`src/rtl/lcd_pkg.sv`:
```
// Shared types and constants for the HD44780 writer.
// LCD_CURSOR_TRACK_EN adds the WRAP state used by cursor tracking.
package lcd_pkg;

    localparam int TMR_W = 20;

    localparam logic [7:0] LCD_CMD_FUNCSET = 8'h38;
    localparam logic [7:0] LCD_CMD_DISPON  = 8'h0C;
    localparam logic [7:0] LCD_CMD_CLEAR   = 8'h01;
    localparam logic [7:0] LCD_CMD_ENTRY   = 8'h06;
    localparam logic [7:0] LCD_CMD_LINE0   = 8'h80;
    localparam logic [7:0] LCD_CMD_LINE1   = 8'hC0;

    typedef enum logic [2:0] {
        PWR_WAIT,
        INIT,
        SETUP,
        EN_HI,
        EXEC_WAIT,
        IDLE
`ifdef LCD_CURSOR_TRACK_EN
        ,
        WRAP
`endif
    } lcd_state_e;

    function automatic logic [7:0] init_cmd(input logic [1:0] idx);
        case (idx)
            2'd0:    return LCD_CMD_FUNCSET;
            2'd1:    return LCD_CMD_DISPON;
            2'd2:    return LCD_CMD_CLEAR;
            default: return LCD_CMD_ENTRY;
        endcase
    endfunction

    // Clear/home family needs the long execution time.
    function automatic logic is_slow_cmd(input logic rs, input logic [7:0] d);
        return !rs && (d == 8'h01 || d == 8'h02 || d == 8'h03);
    endfunction

endpackage

```
`src/rtl/lcd_hd44780_writer_if.sv`:
```
// Request handshake between control logic and the LCD writer.
// Transfer happens on req_valid & req_ready.
interface lcd_hd44780_writer_if;

    logic       req_valid;
    logic [7:0] req_data;
    logic       req_rs;
    logic       req_ready;

    modport master (
        output req_valid,
        output req_data,
        output req_rs,
        input  req_ready
    );

    modport slave (
        input  req_valid,
        input  req_data,
        input  req_rs,
        output req_ready
    );

endinterface

```
`src/rtl/lcd_delay_timer.sv`:
```
// Loadable down-counter; done is high in the last cycle of a loaded span.
// Comes out of reset already running from POR_VAL.
module lcd_delay_timer
    import lcd_pkg::*;
#(
    parameter logic [TMR_W-1:0] POR_VAL = '0
) (
    input  logic             clk,
    input  logic             rst_n,
    input  logic             load,
    input  logic [TMR_W-1:0] value,
    output logic             done
);

    logic [TMR_W-1:0] cnt;
    logic             busy;

    always_ff @(posedge clk or negedge rst_n) begin
        if (!rst_n) begin
            cnt  <= POR_VAL;
            busy <= 1'b1;
        end else if (load) begin
            cnt  <= value;
            busy <= 1'b1;
        end else if (busy) begin
            if (cnt == '0) busy <= 1'b0;
            else           cnt  <= cnt - 1'b1;
        end
    end

    assign done = busy && (cnt == '0);

endmodule

```
`src/rtl/lcd_hd44780_writer.sv`:
```
// HD44780 8-bit write-only driver: power-up init, then byte+RS requests.
// Define LCD_CURSOR_TRACK_EN to track {line,col} and auto-wrap lines.
module lcd_hd44780_writer
    import lcd_pkg::*;
#(
    parameter int unsigned SETUP_CYC   = 2,
    parameter int unsigned EN_CYC      = 25,
    parameter int unsigned EXEC_CYC    = 2000,
    parameter int unsigned CLEAR_CYC   = 82000,
    parameter int unsigned POWERUP_CYC = 750000
) (
    input  logic                 CLOCK_50,
    input  logic                 RESET_N,
    lcd_hd44780_writer_if.slave  req,
    output logic                 init_done,
    output logic [4:0]           cursor_pos,
    output logic [7:0]           LCD_DATA,
    output logic                 LCD_RS,
    output logic                 LCD_RW,
    output logic                 LCD_EN,
    output logic                 LCD_ON,
    output logic                 LCD_BLON
);

    // Timer spans are loaded as N-1 so each phase lasts exactly N cycles.
    localparam logic [TMR_W-1:0] SETUP_LD = TMR_W'(SETUP_CYC - 1);
    localparam logic [TMR_W-1:0] EN_LD    = TMR_W'(EN_CYC - 1);
    localparam logic [TMR_W-1:0] EXEC_LD  = TMR_W'(EXEC_CYC - 1);
    localparam logic [TMR_W-1:0] CLEAR_LD = TMR_W'(CLEAR_CYC - 1);
    localparam logic [TMR_W-1:0] PWR_LD   = TMR_W'(POWERUP_CYC - 1);

    lcd_state_e       state;
    logic [1:0]       idx;
    logic             ready_q;
    logic             tmr_load;
    logic [TMR_W-1:0] tmr_value;
    logic             tmr_done;

`ifdef LCD_CURSOR_TRACK_EN
    logic       line;
    logic [3:0] col;
    logic       wrap_pend;
`endif

    lcd_delay_timer #(
        .POR_VAL (PWR_LD)
    ) u_timer (
        .clk   (CLOCK_50),
        .rst_n (RESET_N),
        .load  (tmr_load),
        .value (tmr_value),
        .done  (tmr_done)
    );

    always_comb begin
        tmr_load  = 1'b0;
        tmr_value = '0;
        case (state)
            INIT: begin
                tmr_load  = 1'b1;
                tmr_value = SETUP_LD;
            end
            IDLE: begin
                tmr_load  = req.req_valid;
                tmr_value = SETUP_LD;
            end
            SETUP: begin
                tmr_load  = tmr_done;
                tmr_value = EN_LD;
            end
            EN_HI: begin
                tmr_load  = tmr_done;
                tmr_value = is_slow_cmd(LCD_RS, LCD_DATA) ? CLEAR_LD : EXEC_LD;
            end
`ifdef LCD_CURSOR_TRACK_EN
            WRAP: begin
                tmr_load  = 1'b1;
                tmr_value = SETUP_LD;
            end
`endif
            default: ;
        endcase
    end

    always_ff @(posedge CLOCK_50 or negedge RESET_N) begin
        if (!RESET_N) begin
            state     <= PWR_WAIT;
            idx       <= 2'd0;
            ready_q   <= 1'b0;
            init_done <= 1'b0;
            LCD_DATA  <= 8'h00;
            LCD_RS    <= 1'b0;
            LCD_EN    <= 1'b0;
`ifdef LCD_CURSOR_TRACK_EN
            line      <= 1'b0;
            col       <= 4'd0;
            wrap_pend <= 1'b0;
`endif
        end else begin
            case (state)
                PWR_WAIT: begin
                    if (tmr_done) begin
                        idx   <= 2'd0;
                        state <= INIT;
                    end
                end
                INIT: begin
                    LCD_DATA <= init_cmd(idx);
                    LCD_RS   <= 1'b0;
                    state    <= SETUP;
                end
                IDLE: begin
                    if (req.req_valid) begin
                        ready_q  <= 1'b0;
                        LCD_DATA <= req.req_data;
                        LCD_RS   <= req.req_rs;
                        state    <= SETUP;
`ifdef LCD_CURSOR_TRACK_EN
                        if (req.req_rs) begin
                            col       <= col + 4'd1;
                            wrap_pend <= (col == 4'hF);
                        end else if (req.req_data == 8'h01 ||
                                     req.req_data == 8'h02) begin
                            line <= 1'b0;
                            col  <= 4'd0;
                        end else if (req.req_data[7] &&
                                     req.req_data[5:4] == 2'b00) begin
                            line <= req.req_data[6];
                            col  <= req.req_data[3:0];
                        end
`endif
                    end
                end
                SETUP: begin
                    if (tmr_done) begin
                        LCD_EN <= 1'b1;
                        state  <= EN_HI;
                    end
                end
                EN_HI: begin
                    if (tmr_done) begin
                        LCD_EN <= 1'b0;
                        state  <= EXEC_WAIT;
                    end
                end
                EXEC_WAIT: begin
                    if (tmr_done) begin
                        if (!init_done) begin
                            if (idx == 2'd3) begin
                                init_done <= 1'b1;
                                ready_q   <= 1'b1;
                                state     <= IDLE;
                            end else begin
                                idx   <= idx + 2'd1;
                                state <= INIT;
                            end
`ifdef LCD_CURSOR_TRACK_EN
                        end else if (wrap_pend) begin
                            state <= WRAP;
`endif
                        end else begin
                            ready_q <= 1'b1;
                            state   <= IDLE;
                        end
                    end
                end
`ifdef LCD_CURSOR_TRACK_EN
                WRAP: begin
                    LCD_DATA  <= line ? LCD_CMD_LINE0 : LCD_CMD_LINE1;
                    LCD_RS    <= 1'b0;
                    line      <= ~line;
                    wrap_pend <= 1'b0;
                    state     <= SETUP;
                end
`endif
                default: state <= PWR_WAIT;
            endcase
        end
    end

    assign req.req_ready = ready_q;
    assign LCD_RW        = 1'b0;
    assign LCD_ON        = 1'b1;
    assign LCD_BLON      = 1'b1;

`ifdef LCD_CURSOR_TRACK_EN
    assign cursor_pos = {line, col};
`else
    assign cursor_pos = 5'd0;
`endif

endmodule

```
`src/flat_wrapper.sv`:
```
// flat-port wrapper written by rule: the top's interface ports become plain ports
module lcd_hd44780_writer_flat import lcd_pkg::*;
#(
    parameter int unsigned SETUP_CYC   = 2,
    parameter int unsigned EN_CYC      = 25,
    parameter int unsigned EXEC_CYC    = 2000,
    parameter int unsigned CLEAR_CYC   = 82000,
    parameter int unsigned POWERUP_CYC = 750000
)
  (CLOCK_50, RESET_N, init_done, cursor_pos, LCD_DATA, LCD_RS, LCD_RW, LCD_EN, LCD_ON, LCD_BLON, req_req_valid, req_req_data, req_req_rs, req_req_ready);
  lcd_hd44780_writer_if req_i ();
  input  logic CLOCK_50;
  input  logic RESET_N;
  output logic init_done;
  output logic [4:0] cursor_pos;
  output logic [7:0] LCD_DATA;
  output logic LCD_RS;
  output logic LCD_RW;
  output logic LCD_EN;
  output logic LCD_ON;
  output logic LCD_BLON;
  input wire logic [$bits(req_i.req_valid)-1:0] req_req_valid;
  input wire logic [$bits(req_i.req_data)-1:0] req_req_data;
  input wire logic [$bits(req_i.req_rs)-1:0] req_req_rs;
  output wire logic [$bits(req_i.req_ready)-1:0] req_req_ready;
  assign req_i.req_valid = req_req_valid;
  assign req_i.req_data = req_req_data;
  assign req_i.req_rs = req_req_rs;
  assign req_req_ready = req_i.req_ready;
  lcd_hd44780_writer #(.SETUP_CYC(SETUP_CYC), .EN_CYC(EN_CYC), .EXEC_CYC(EXEC_CYC), .CLEAR_CYC(CLEAR_CYC), .POWERUP_CYC(POWERUP_CYC)) u_core (.CLOCK_50(CLOCK_50), .RESET_N(RESET_N), .req(req_i), .init_done(init_done), .cursor_pos(cursor_pos), .LCD_DATA(LCD_DATA), .LCD_RS(LCD_RS), .LCD_RW(LCD_RW), .LCD_EN(LCD_EN), .LCD_ON(LCD_ON), .LCD_BLON(LCD_BLON));
endmodule
```
`config.mk`:
```
export PLATFORM = sky130hd
export DESIGN_NAME = lcd_hd44780_writer_flat
export DESIGN_NICKNAME = d
export VERILOG_FILES = /design/src/rtl/lcd_pkg.sv /design/src/rtl/lcd_hd44780_writer_if.sv /design/src/rtl/lcd_delay_timer.sv /design/src/rtl/lcd_hd44780_writer.sv /design/src/flat_wrapper.sv
export SDC_FILE = /design/constraint.sdc
export NUM_CORES = 1
export LEC_CHECK = 0
export ABC_AREA = 0
export CAP_MARGIN = 10
export CORE_ASPECT_RATIO = 0.5
export CORE_MARGIN = 5
export CORE_UTILIZATION = 50
export DETAILED_ROUTE_END_ITERATION = 10
export HOLD_SLACK_MARGIN = 0.12
export PLACE_DENSITY_LB_ADDON = 0.2
export SYNTH_ARGS = -nofsm -noshare
export SYNTH_HDL_FRONTEND = slang
export SYNTH_SLANG_ARGS = --single-unit
```
`constraint.sdc`:
```
create_clock -name CLOCK_50 -period 4.8 [get_ports CLOCK_50]
set_clock_uncertainty 0.05 [all_clocks]
set_input_delay 0.96 -clock CLOCK_50 [delete_from_list [all_inputs] [get_ports CLOCK_50]]
set_output_delay 0.96 -clock CLOCK_50 [all_outputs]
set_load 0.005 [all_outputs]
```
==> results.md, run 1 <==
- Remaining Overflow, GRT: 0
- Power Total: 0.677 mW
- Drt drc: 0
- Iter 0 DRT Violations: 134
- Clk root buf: clkbuf_8
- PostCTS Resize Cnt: 0
- NumNets Final: 275
- Maximum number of pins on one net before global-route repair: 39
- Post-synth EDFFs: 0
- Post-synth cell types: 64
- Leakage: 1.05 nW
- Antenna-violating nets left: 0
- Final setup vio count: 0
- Seq/Total Area, Yosys: 0.427
- Layout Utilization: 0.598
- Die footprint: 0.00607 mm^2
- Worst-Margin Slew: 0.896 ns
- Mapped cell area: 0.00227 mm^2
- RSZ-0062 raised after global routing: false
- Max Freq: 376 MHz
- Cell Pwr Density: 258 mW/mm^2
- Req. time, crit path: 4.98 ns
- Worst setup SP type: register
- Sum Neg Setup Slack: 0 ns
- Worst path cell trace: nor4_2, nand3_1, a2111oi_0, o21ai_0, a32o_1
- Part of the cycle the worst path needs: 0.554
- Clock Path Buffers: 2
- Crit path max fanout: 11
- Post-Route WL: 4930 um
- Status: finished clean
- Die X: 105 um
- Total number of vias: 1841
- CTS clock-pin slew for the worst setup and hold paths: 0.08 ns
- Final Wtd Congestion: 0.861
- Crit path time final: 2.66 ns
- Maximum VDD drop: 0.127 mV
- CP Buf/Inv Count: 0
- CTS Hold Bufs: 0
- Worst Setup Slack, final: 2.14 ns
- Clock sink count: 38
- Register bit total from synthesis: 38
- YS warnings: 0
- Setup repair bufs after CTS: 0
- Number of top-level pins: 32
- Max cap viols: 0
- Drt pass-1 iters: 4
- HPWL after DPL: 3560 um
- Storage element area: 968 um^2
- Initial antenna violation count: 0
- Final Max Tran Viols: 0
- CTS HTree Levels: 2
- Port Buf Inserts: 23
- Layout cell share with drive strength beyond 1: 0.155
- Vias in the first global route: 1825
- Worst Hold Class: register to register
- Aggregate global-route resource usage: 0.180
- Post-Syn Area per Cell: 9.53 um^2
- CP max-delay cell: nor4_2
- Dominant synthesized flop cell: dfrtp_1
- Cells after DPL: 307
- Place WS: 1.99 ns
- Drt via density: 5.84
- Hold Vio Cnt, Final: 0
- Initial core utilization: 0.518
- Delay-heaviest family, CP: simple AND/OR/NAND/NOR gates
- Critical path's largest stage delay: 0.81 ns
- Clk_lat worst skew: 0.30 ns
- Core Footprint: 0.00438 mm^2
- Global-route wire length before repair: 8800 um
- Area growth syn-to-layout: 15.6%
- Chip height: 57.6 um
- Layout fillers: 375
- Ys async rst share: 1.00
- Post-Syn Instances: 238
- Diodes inserted: 0
- CTS tree: yes
- # rows: 17
- Crit. End Element: register
- Most frequent cells in the layout: nand2_1 (24), dfrtp_1 (24), nor2_1 (22), clkdlybuf4s50_1 (22), dfstp_2 (14)
- CP Class: register to register
- Routed len/inst: 15.6 um
- Multi-input gate area: 0.00118 mm^2
- Critical Path AT: 2.84 ns
- CTS buffer count: 5
- Slew headroom: 0.397
- Post-Layout Cell Count: 315
[path summary, 6_finish.rpt]
| check | from | endpoint | slack [ns] | depth (start not counted) |
|---|---|---|---|---|
| worst max-delay path | u_core.u_timer.cnt[6] | u_core.u_timer.cnt[16] | 2.14 | 5 |
| worst min-delay path | u_core.LCD_EN | u_core.LCD_EN | 0.43 | 1 |
| worst max register to register | u_core.u_timer.cnt[6] | u_core.u_timer.cnt[16] | 2.14 | 5 |
| worst min register to register | u_core.LCD_EN | u_core.LCD_EN | 0.43 | 1 |
| max in group asynchronous | RESET_N | u_core.u_timer.cnt[11] | 3.47 | 1 |
| min in group asynchronous | RESET_N | u_core.LCD_DATA[5] | 0.70 | 1 |
[per-layer routing]
layer,up-vias,GRT usage,wire length (um)
li1,907,-,-
met1,876,0.246,2380
met2,53,0.278,2180
met3,5,0.0667,332
met4,0,0.0346,38
met5,-,0,0
[state kept, by name, summed over array words and instances, names as in the netlist]
register              count
u_core.req.req_ready      1
u_core.u_timer.cnt       20
u_core.LCD_EN             1
u_core.state              3
u_core.u_timer.busy       1
u_core.init_done          1
u_core.idx                2
u_core.LCD_DATA           8
u_core.LCD_RS             1
[power by group]
group          total (mW)  internal (mW)  switching, mW
registers           0.321          0.321              0
logic              0.0168        0.00755        0.00922
clock network       0.339          0.222          0.118
[synthesized netlist by cell type (3+ instances only)]
master | count | area share
buf_4 | 8 | 0.026
nor2b_1 | 4 | 0.011
nor3_1 | 5 | 0.011
dfrtp_1 | 24 | 0.26
o2bb2ai_1 | 3 | 0.012
ha_1 | 6 | 0.033
mux2i_1 | 3 | 0.013
a31oi_1 | 3 | 0.0083
o21ai_0 | 11 | 0.024
nand3_1 | 7 | 0.015
and3_1 | 3 | 0.0083
o31ai_1 | 11 | 0.036
clkbuf_1 | 7 | 0.012
inv_1 | 6 | 0.0099
nor2_1 | 22 | 0.036
xnor2_1 | 4 | 0.015
a21oi_1 | 9 | 0.020
nand2_1 | 24 | 0.040
dfstp_2 | 14 | 0.16
a32o_1 | 6 | 0.026
[cell type report]
type                       instances  share of cell area
clock buffer                       6              0.0315
tap                               57              0.0272
sequential                        38               0.369
clock inverter                     2              0.0229
inverter                           6             0.00859
timing repair buffer              25              0.0916
multi-input combinational        181               0.449
[logic make-up after synthesis]
kind of cell	after synthesis	synth area share
adder cells (fa/ha/maj)	6	0.0331
other	2	0.00331
buffers and inverters	25	0.0645
AND/OR/NAND/NOR	94	0.236
AO/OA/AOI/OAI	64	0.199
flip-flops	38	0.427
multiplexers	4	0.0182
XOR/XNOR	5	0.0193
[per-stage QoR]
| stage | hold slack (ns) | instance area [um^2] |
|---|---|---|
| after floorplan | 0.419 | 2290 |
| after global placement | 0.409 | 2480 |
| after detailed placement | 0.415 | 2480 |
| after CTS | 0.433 | 2620 |
| after global routing | 0.457 | 2620 |
| final | 0.429 | 2620 |
Power figures use the tool's default switching activity.
==> run 2: changes to the inputs <==
CORE_UTILIZATION = 49   (was 50)
clock period = 2.3 ns   (was 4.8 ns; I/O delays follow)
==> results.md, run 2 (synthesis results as in run 1) <==
- Status: finished clean (unchanged)
- Fin area: 0.00272 mm^2 (was 0.00262 mm^2)
- CTS buffer count: 5 (unchanged)
- Post-Layout Cell Count: 326 (was 315)
- # rows: 17 (unchanged)
- Worst Setup Slack, final: 0.121 ns (was 2.14 ns)
- Crit path time final: 2.18 ns (was 2.66 ns)
- Crit. End Element: register (unchanged)
- Worst setup SP type: register (unchanged)
- Place WS: -0.0635 ns (was 1.99 ns)
- CTS tree: yes (unchanged)
- Routed len/inst: 16.0 um (was 15.6 um)
- Maximum VDD drop: 0.289 mV (was 0.127 mV)
- Worst Hold Class: primary input to asynchronous set/reset pin (was register to register)
- Vias in the first global route: 1900 (was 1825)
- Number of cells on the worst reg-to-reg path: 7 (was 5)
- Clock Path Buffers: 2 (unchanged)
- Most frequent cells in the layout: dfrtp_1 (24), nand2_1 (23), nor2_1 (22), clkdlybuf4s50_1 (22), dfstp_2 (14) (was nand2_1 (24), dfrtp_1 (24), nor2_1 (22), clkdlybuf4s50_1 (22), dfstp_2 (14))
- Combinational group share of total power: 0.029 (was 0.025)
- Max Freq: 459 MHz (was 376 MHz)
- R2r setup slk: 0.12 ns (was 2.14 ns)
- Clock Power Share: 0.438 (was 0.501)
- Initial core utilization: 0.510 (was 0.518)
- Port Buf Inserts: 23 (unchanged)
- Hold Vio Cnt, Final: 0 (unchanged)
- Largest register FFs: 20 (unchanged)
- Final Max Tran Viols: 0 (unchanged)
- Biggest regs: u_core.u_timer.cnt: 20 flops, u_core.LCD_DATA: 8 flops, u_core.state: 3 flops (unchanged)
- Layout Utilization: 0.613 (was 0.598)
- Crit path max fanout: 7 (was 11)
- Aggregate global-route resource usage: 0.183 (was 0.180)
- Global-route wire length before repair: 8970 um (was 8800 um)
- Most common cell after layout, fill and taps aside: dfrtp_1
- Clk root buf: clkbuf_8 (unchanged)
- Initial antenna violation count: 0 (unchanged)
- Leakage: 1.11 nW (was 1.05 nW)
- Final Wtd Congestion: 0.882 (was 0.861)
- Die footprint: 0.00617 mm^2 (was 0.00607 mm^2)
- Cell area after placement: 0.00257 mm^2 (was 0.00248 mm^2)
- Final setup vio count: 0 (unchanged)
- CTS Hold Bufs: 0 (unchanged)
- Flop pwr share: 0.533 (was 0.474)
- CTS HTree Levels: 2 (unchanged)
- Core Footprint: 0.00445 mm^2 (was 0.00438 mm^2)
- Number of top-level pins: 32 (unchanged)
- Top reg by flops: u_core.u_timer.cnt (unchanged)
- Post-Route WL: 5230 um (was 4930 um)
- Diodes inserted: 0 (unchanged)
- Chip height: 58.1 um (was 57.6 um)
- Antenna-violating nets left: 0 (unchanged)
- Layout cell share with drive strength beyond 1: 0.208 (was 0.155)
- Die X: 106 um (was 105 um)
- Reg2reg start: u_core.u_timer.cnt[0] (was u_core.u_timer.cnt[6])
- Iter 0 DRT Violations: 185 (was 134)
- Worst-Margin Slew: 0.840 ns (was 0.896 ns)
- Area growth syn-to-layout: 20.1% (was 15.6%)
- Net Sw Frac: 0.212 (was 0.188)
- Remaining Overflow, GRT: 0 (unchanged)
- RSZ-0062 raised after global routing: true (was false)
- Part of the cycle the worst path needs: 0.948 (was 0.554)
- Cells after DPL: 317 (was 307)
- Cell Pwr Density: 461 mW/mm^2 (was 258 mW/mm^2)
- Slew headroom: 0.440 (was 0.397)
- Clk_lat worst skew: 0.30 ns (about the same)
- Drt drc: 0 (unchanged)
- Drt pass-1 iters: 4 (unchanged)
- HPWL after DPL: 3820 um (was 3560 um)
- Layout fillers: 372 (was 375)
- Drt via density: 5.87 (was 5.84)
- Maximum number of pins on one net before global-route repair: 39 (unchanged)
- Sum Neg Setup Slack: 0 ns (unchanged)
- Critical Path AT: 2.36 ns (was 2.84 ns)
- Total number of vias: 1912 (was 1841)
- CTS clock-pin slew for the worst setup and hold paths: 0.08 ns (about the same)
- NumNets Final: 286 (was 275)
- P_int: 0.989 mW (was 0.550 mW)
- Net Sw Power: 0.266 mW (was 0.127 mW)
- CP Class: register to register (unchanged)
- Max cap viols: 0 (unchanged)
- RR Endpoint: u_core.u_timer.cnt[16] (unchanged)
- Req. time, crit path: 2.48 ns (was 4.98 ns)
- Clock sink count: 38 (unchanged)
run 2: cell count changes in the layout (fill, tap and decap cells not counted), sizes merged:
| cell | delta |
|---|---|
| clkbuf | +2 |
| bufinv | -2 |
| buf | +11 |
run 2: what timing repair did:
item | CTS | global route
setup buffers | 1 | 0
pin swaps | 1 | 0
endpoints found under the setup margin | 10 | 16
gates resized for setup | 1 | 9
run 2: worst max-delay path, stage by stage (launching register included):
cell and delay [ns]:
dfstp_2 0.55, inv_1 0.07, ha_1 0.23, nor4b_4 0.14, and4_2 0.30, a2111oi_1 0.33
o21ai_0 0.15, a32o_1 0.28
run 2: how the worst max path moves through the flow:
stage	start	end	slack, ns	cells past startpoint
detailed placement	u_core.u_timer.cnt[0]	u_core.u_timer.cnt[6]	-0.06	8
floorplan	u_core.u_timer.cnt[0]	u_core.u_timer.cnt[12]	0.09	7
finish	u_core.u_timer.cnt[0]	u_core.u_timer.cnt[16]	0.12	7
global route	u_core.u_timer.cnt[0]	u_core.u_timer.cnt[9]	-0.04	8
CTS	u_core.u_timer.cnt[0]	u_core.u_timer.cnt[9]	0.01	8
global placement	u_core.u_timer.cnt[0]	u_core.u_timer.cnt[6]	0.07	8
run 2: cell type report:
class                      instances  area (um^2)  share of cell area
inverter                           6         22.5             0.00827
timing repair buffer              36          339               0.124
clock buffer                       8          110              0.0404
sequential                        38          968               0.356
tap                               57         71.3              0.0262
multi-input combinational        181         1210               0.445
run 2: metrics by stage:
stage                     hold WS [ns]  total power, mW
after floorplan                  0.114            0.694
after global placement           0.413            0.718
after detailed placement         0.421            0.718
after CTS                        0.234             1.26
after global routing             0.294             1.30
final                            0.199             1.26
run 2: power by group through the flow:
| stage | clock [mW] | combinational [mW] | sequential [mW] |
|---|---|---|---|
| after detailed placement | 0 | 0.0372 | 0.681 |
| after global placement | 0 | 0.0367 | 0.681 |
| final | 0.550 | 0.0365 | 0.669 |
| after global routing | 0.593 | 0.0419 | 0.669 |
| after floorplan | 0 | 0.0132 | 0.681 |
| after CTS | 0.556 | 0.0370 | 0.669 |
run 2: routing by layer:
layer	global-route usage	routed length, um
met5	0	0
met4	0.0775	117
met3	0.0445	269
met2	0.303	2430
met1	0.233	2410
==> run 3: changes to the inputs <==
CAP_MARGIN = 20   (was 10)
CORE_MARGIN = 2   (was 5)
==> results.md, run 3 (synthesis results as in run 1) <==
- Most common cell after layout, fill and taps aside: dfrtp_1 (unchanged)
- Number of cells on the worst reg-to-reg path: 8 (was 7)
- Drt drc: 0 (unchanged)
- Net Sw Frac: 0.222 (was 0.212)
- Place WS: -0.0412 ns (was -0.0635 ns)
- Worst-Margin Slew: 0.849 ns (was 0.840 ns)
- Met3 Resource Use GR: 0.0565 (was 0.0445)
- Post-Layout Cell Count: 326 (unchanged)
- Initial core utilization: 0.513 (was 0.510)
- Crit path time final: 2.18 ns (about the same)
- Status: finished clean (unchanged)
- NumNets Final: 286 (unchanged)
- Worst setup SP type: register (unchanged)
- Biggest regs: u_core.u_timer.cnt: 20 flops, u_core.LCD_DATA: 8 flops, u_core.state: 3 flops (unchanged)
- Max Freq: 459 MHz (about the same)
- Final setup vio count: 0 (unchanged)
- Crit path max fanout: 7 (unchanged)
- Vias in the first global route: 1825 (was 1900)
- Critical Path AT: 2.31 ns (was 2.36 ns)
- Clock sink count: 38 (unchanged)
- CTS clock-pin slew for the worst setup and hold paths: 0.08 ns (about the same)
- Power Total: 1.19 mW (was 1.26 mW)
- Iter 0 DRT Violations: 107 (was 185)
- Diodes inserted: 0 (unchanged)
- Initial antenna violation count: 0 (unchanged)
- Layout Utilization: 0.610 (was 0.613)
- Maximum number of pins on one net before global-route repair: 39 (unchanged)
- Combinational group share of total power: 0.031 (was 0.029)
- Number of top-level pins: 32 (unchanged)
- Most frequent cells in the layout: dfrtp_1 (24), nand2_1 (23), nor2_1 (22), clkdlybuf4s50_1 (22), dfstp_2 (14) (unchanged)
- Req. time, crit path: 2.44 ns (was 2.48 ns)
- Flop pwr share: 0.562 (was 0.533)
- Port Buf Inserts: 23 (unchanged)
- Global-route wire length before repair: 8650 um (was 8970 um)
- Clk_lat worst skew: 0.29 ns (was 0.30 ns)
- Crit. End Element: register (unchanged)
- Total number of vias: 1880 (was 1912)
- Maximum VDD drop: 0.252 mV (was 0.289 mV)
- Layout cell share with drive strength beyond 1: 0.204 (was 0.208)
- P_int: 0.927 mW (was 0.989 mW)
- Gr busiest metal: met2 (unchanged)
- Cell Pwr Density: 441 mW/mm^2 (was 461 mW/mm^2)
- Met2 usage: 0.346 (was 0.303)
- Clock Power Share: 0.407 (was 0.438)
- RSZ-0062 raised after global routing: false (was true)
- Worst Hold Class: primary input to asynchronous set/reset pin (unchanged)
- Slew headroom: 0.434 (was 0.440)
- CP Class: register to register (unchanged)
- Drt pass-1 iters: 4 (unchanged)
- CTS tree: yes (unchanged)
- Reg2reg start: u_core.u_timer.cnt[0] (unchanged)
- Aggregate global-route resource usage: 0.215 (was 0.183)
- Worst Setup Slack, final: 0.121 ns (about the same)
- CTS HTree Levels: 2 (unchanged)
- Post-Route WL: 5070 um (was 5230 um)
- Met1 global-route usage: 0.290 (was 0.233)
- Leakage: 1.10 nW (was 1.11 nW)
- Final Max Tran Viols: 0 (unchanged)
- HPWL after DPL: 3600 um (was 3820 um)
- R2r setup slk: 0.12 ns (about the same)
- Chip height: 52.1 um (was 58.1 um)
- Area growth syn-to-layout: 18.9% (was 20.1%)
- Antenna-violating nets left: 0 (unchanged)
- Hold Vio Cnt, Final: 0 (unchanged)
- Cells after DPL: 317 (unchanged)
- CTS buffer count: 5 (unchanged)
- Final Wtd Congestion: 0.913 (was 0.882)
- Clock Path Buffers: 2 (unchanged)
- Part of the cycle the worst path needs: 0.947 (was 0.948)
- Top reg by flops: u_core.u_timer.cnt (unchanged)
- Drt via density: 5.77 (was 5.87)
- RR Endpoint: u_core.u_timer.cnt[9] (was u_core.u_timer.cnt[16])
- Core Footprint: 0.00442 mm^2 (was 0.00445 mm^2)
- Die X: 100 um (was 106 um)
- Clk root buf: clkbuf_8 (unchanged)
- # rows: 17 (unchanged)
- Largest register FFs: 20 (unchanged)
- Remaining Overflow, GRT: 0 (unchanged)
- Sum Neg Setup Slack: 0 ns (unchanged)
- CTS Hold Bufs: 0 (unchanged)
- Routed len/inst: 15.5 um (was 16.0 um)
- Max cap viols: 0 (unchanged)
- Net Sw Power: 0.264 mW (was 0.266 mW)
- Die footprint: 0.00522 mm^2 (was 0.00617 mm^2)
[run 3: cell types whose count changed in the layout (fill, tap and decap cells not counted), sizes merged]
cell      before  now
clkbuf         8    6
clkinv         0    1
clkinvlp       0    1
[run 3: stage by stage]
stage          area [um^2]  hold slack (ns)
2_1_floorplan         2290            0.114
3_3_place_gp          2550            0.416
6_report              2700            0.218
4_1_cts               2660            0.245
3_5_place_dp          2550            0.417
5_1_grt               2700            0.275
[run 3: power by group through the flow]
stage | clock network [mW] | registers [mW] | logic [mW]
4_1_cts | 0.490 | 0.669 | 0.0373
5_1_grt | 0.520 | 0.669 | 0.0412
3_3_place_gp | 0 | 0.681 | 0.0367
2_1_floorplan | 0 | 0.681 | 0.0132
3_5_place_dp | 0 | 0.681 | 0.0373
6_report | 0.485 | 0.669 | 0.0367
[run 3: how the worst max path moves through the flow]
| stage | end | cells past startpoint | slack, ns | from |
|---|---|---|---|---|
| global placement | u_core.u_timer.cnt[1] | 7 | 0.06 | u_core.u_timer.cnt[0] |
| CTS | u_core.u_timer.cnt[9] | 8 | 0.0003 | u_core.u_timer.cnt[0] |
| detailed placement | u_core.u_timer.cnt[1] | 7 | -0.04 | u_core.u_timer.cnt[0] |
| finish | u_core.u_timer.cnt[9] | 8 | 0.12 | u_core.u_timer.cnt[0] |
| global route | u_core.u_timer.cnt[9] | 8 | 0.02 | u_core.u_timer.cnt[0] |
| floorplan | u_core.u_timer.cnt[12] | 7 | 0.09 | u_core.u_timer.cnt[0] |
[run 3: routing by layer]
layer / vias to the layer above / routed length (um) / part of all wire
li1: 926 / - / -
met1: 897 / 2440 / 0.48
met2: 52 / 2290 / 0.45
met3: 5 / 306 / 0.060
met4: 0 / 30 / 0.0059
met5: - / 0 / 0
[run 3: layout make-up]
cell class	count	area (um^2)
clock buffer	6	82.6
clock inverter	2	12.5
fill	391	1730
inverter	6	22.5
multi-input combinational	181	1210
sequential	38	968
tap	57	71.3
timing repair buffer	36	327
[run 3: repair_timing]
action	in CTS	in global routing
gates resized for setup	1	8
hold endpoints to repair	0	0
buffers inserted	1	0
setup endpoints to repair	10	16
cloned	0	0
pin swaps	1	0
[run 3: critical path, stage by stage, from the launching register on]
cell and delay, ns:
dfstp_2 0.38, inv_1 0.12, ha_1 0.20, nor4b_4 0.23
nand4_1 0.14, buf_6 0.17, o31ai_1 0.36, nand2_2 0.18
a32o_1 0.24
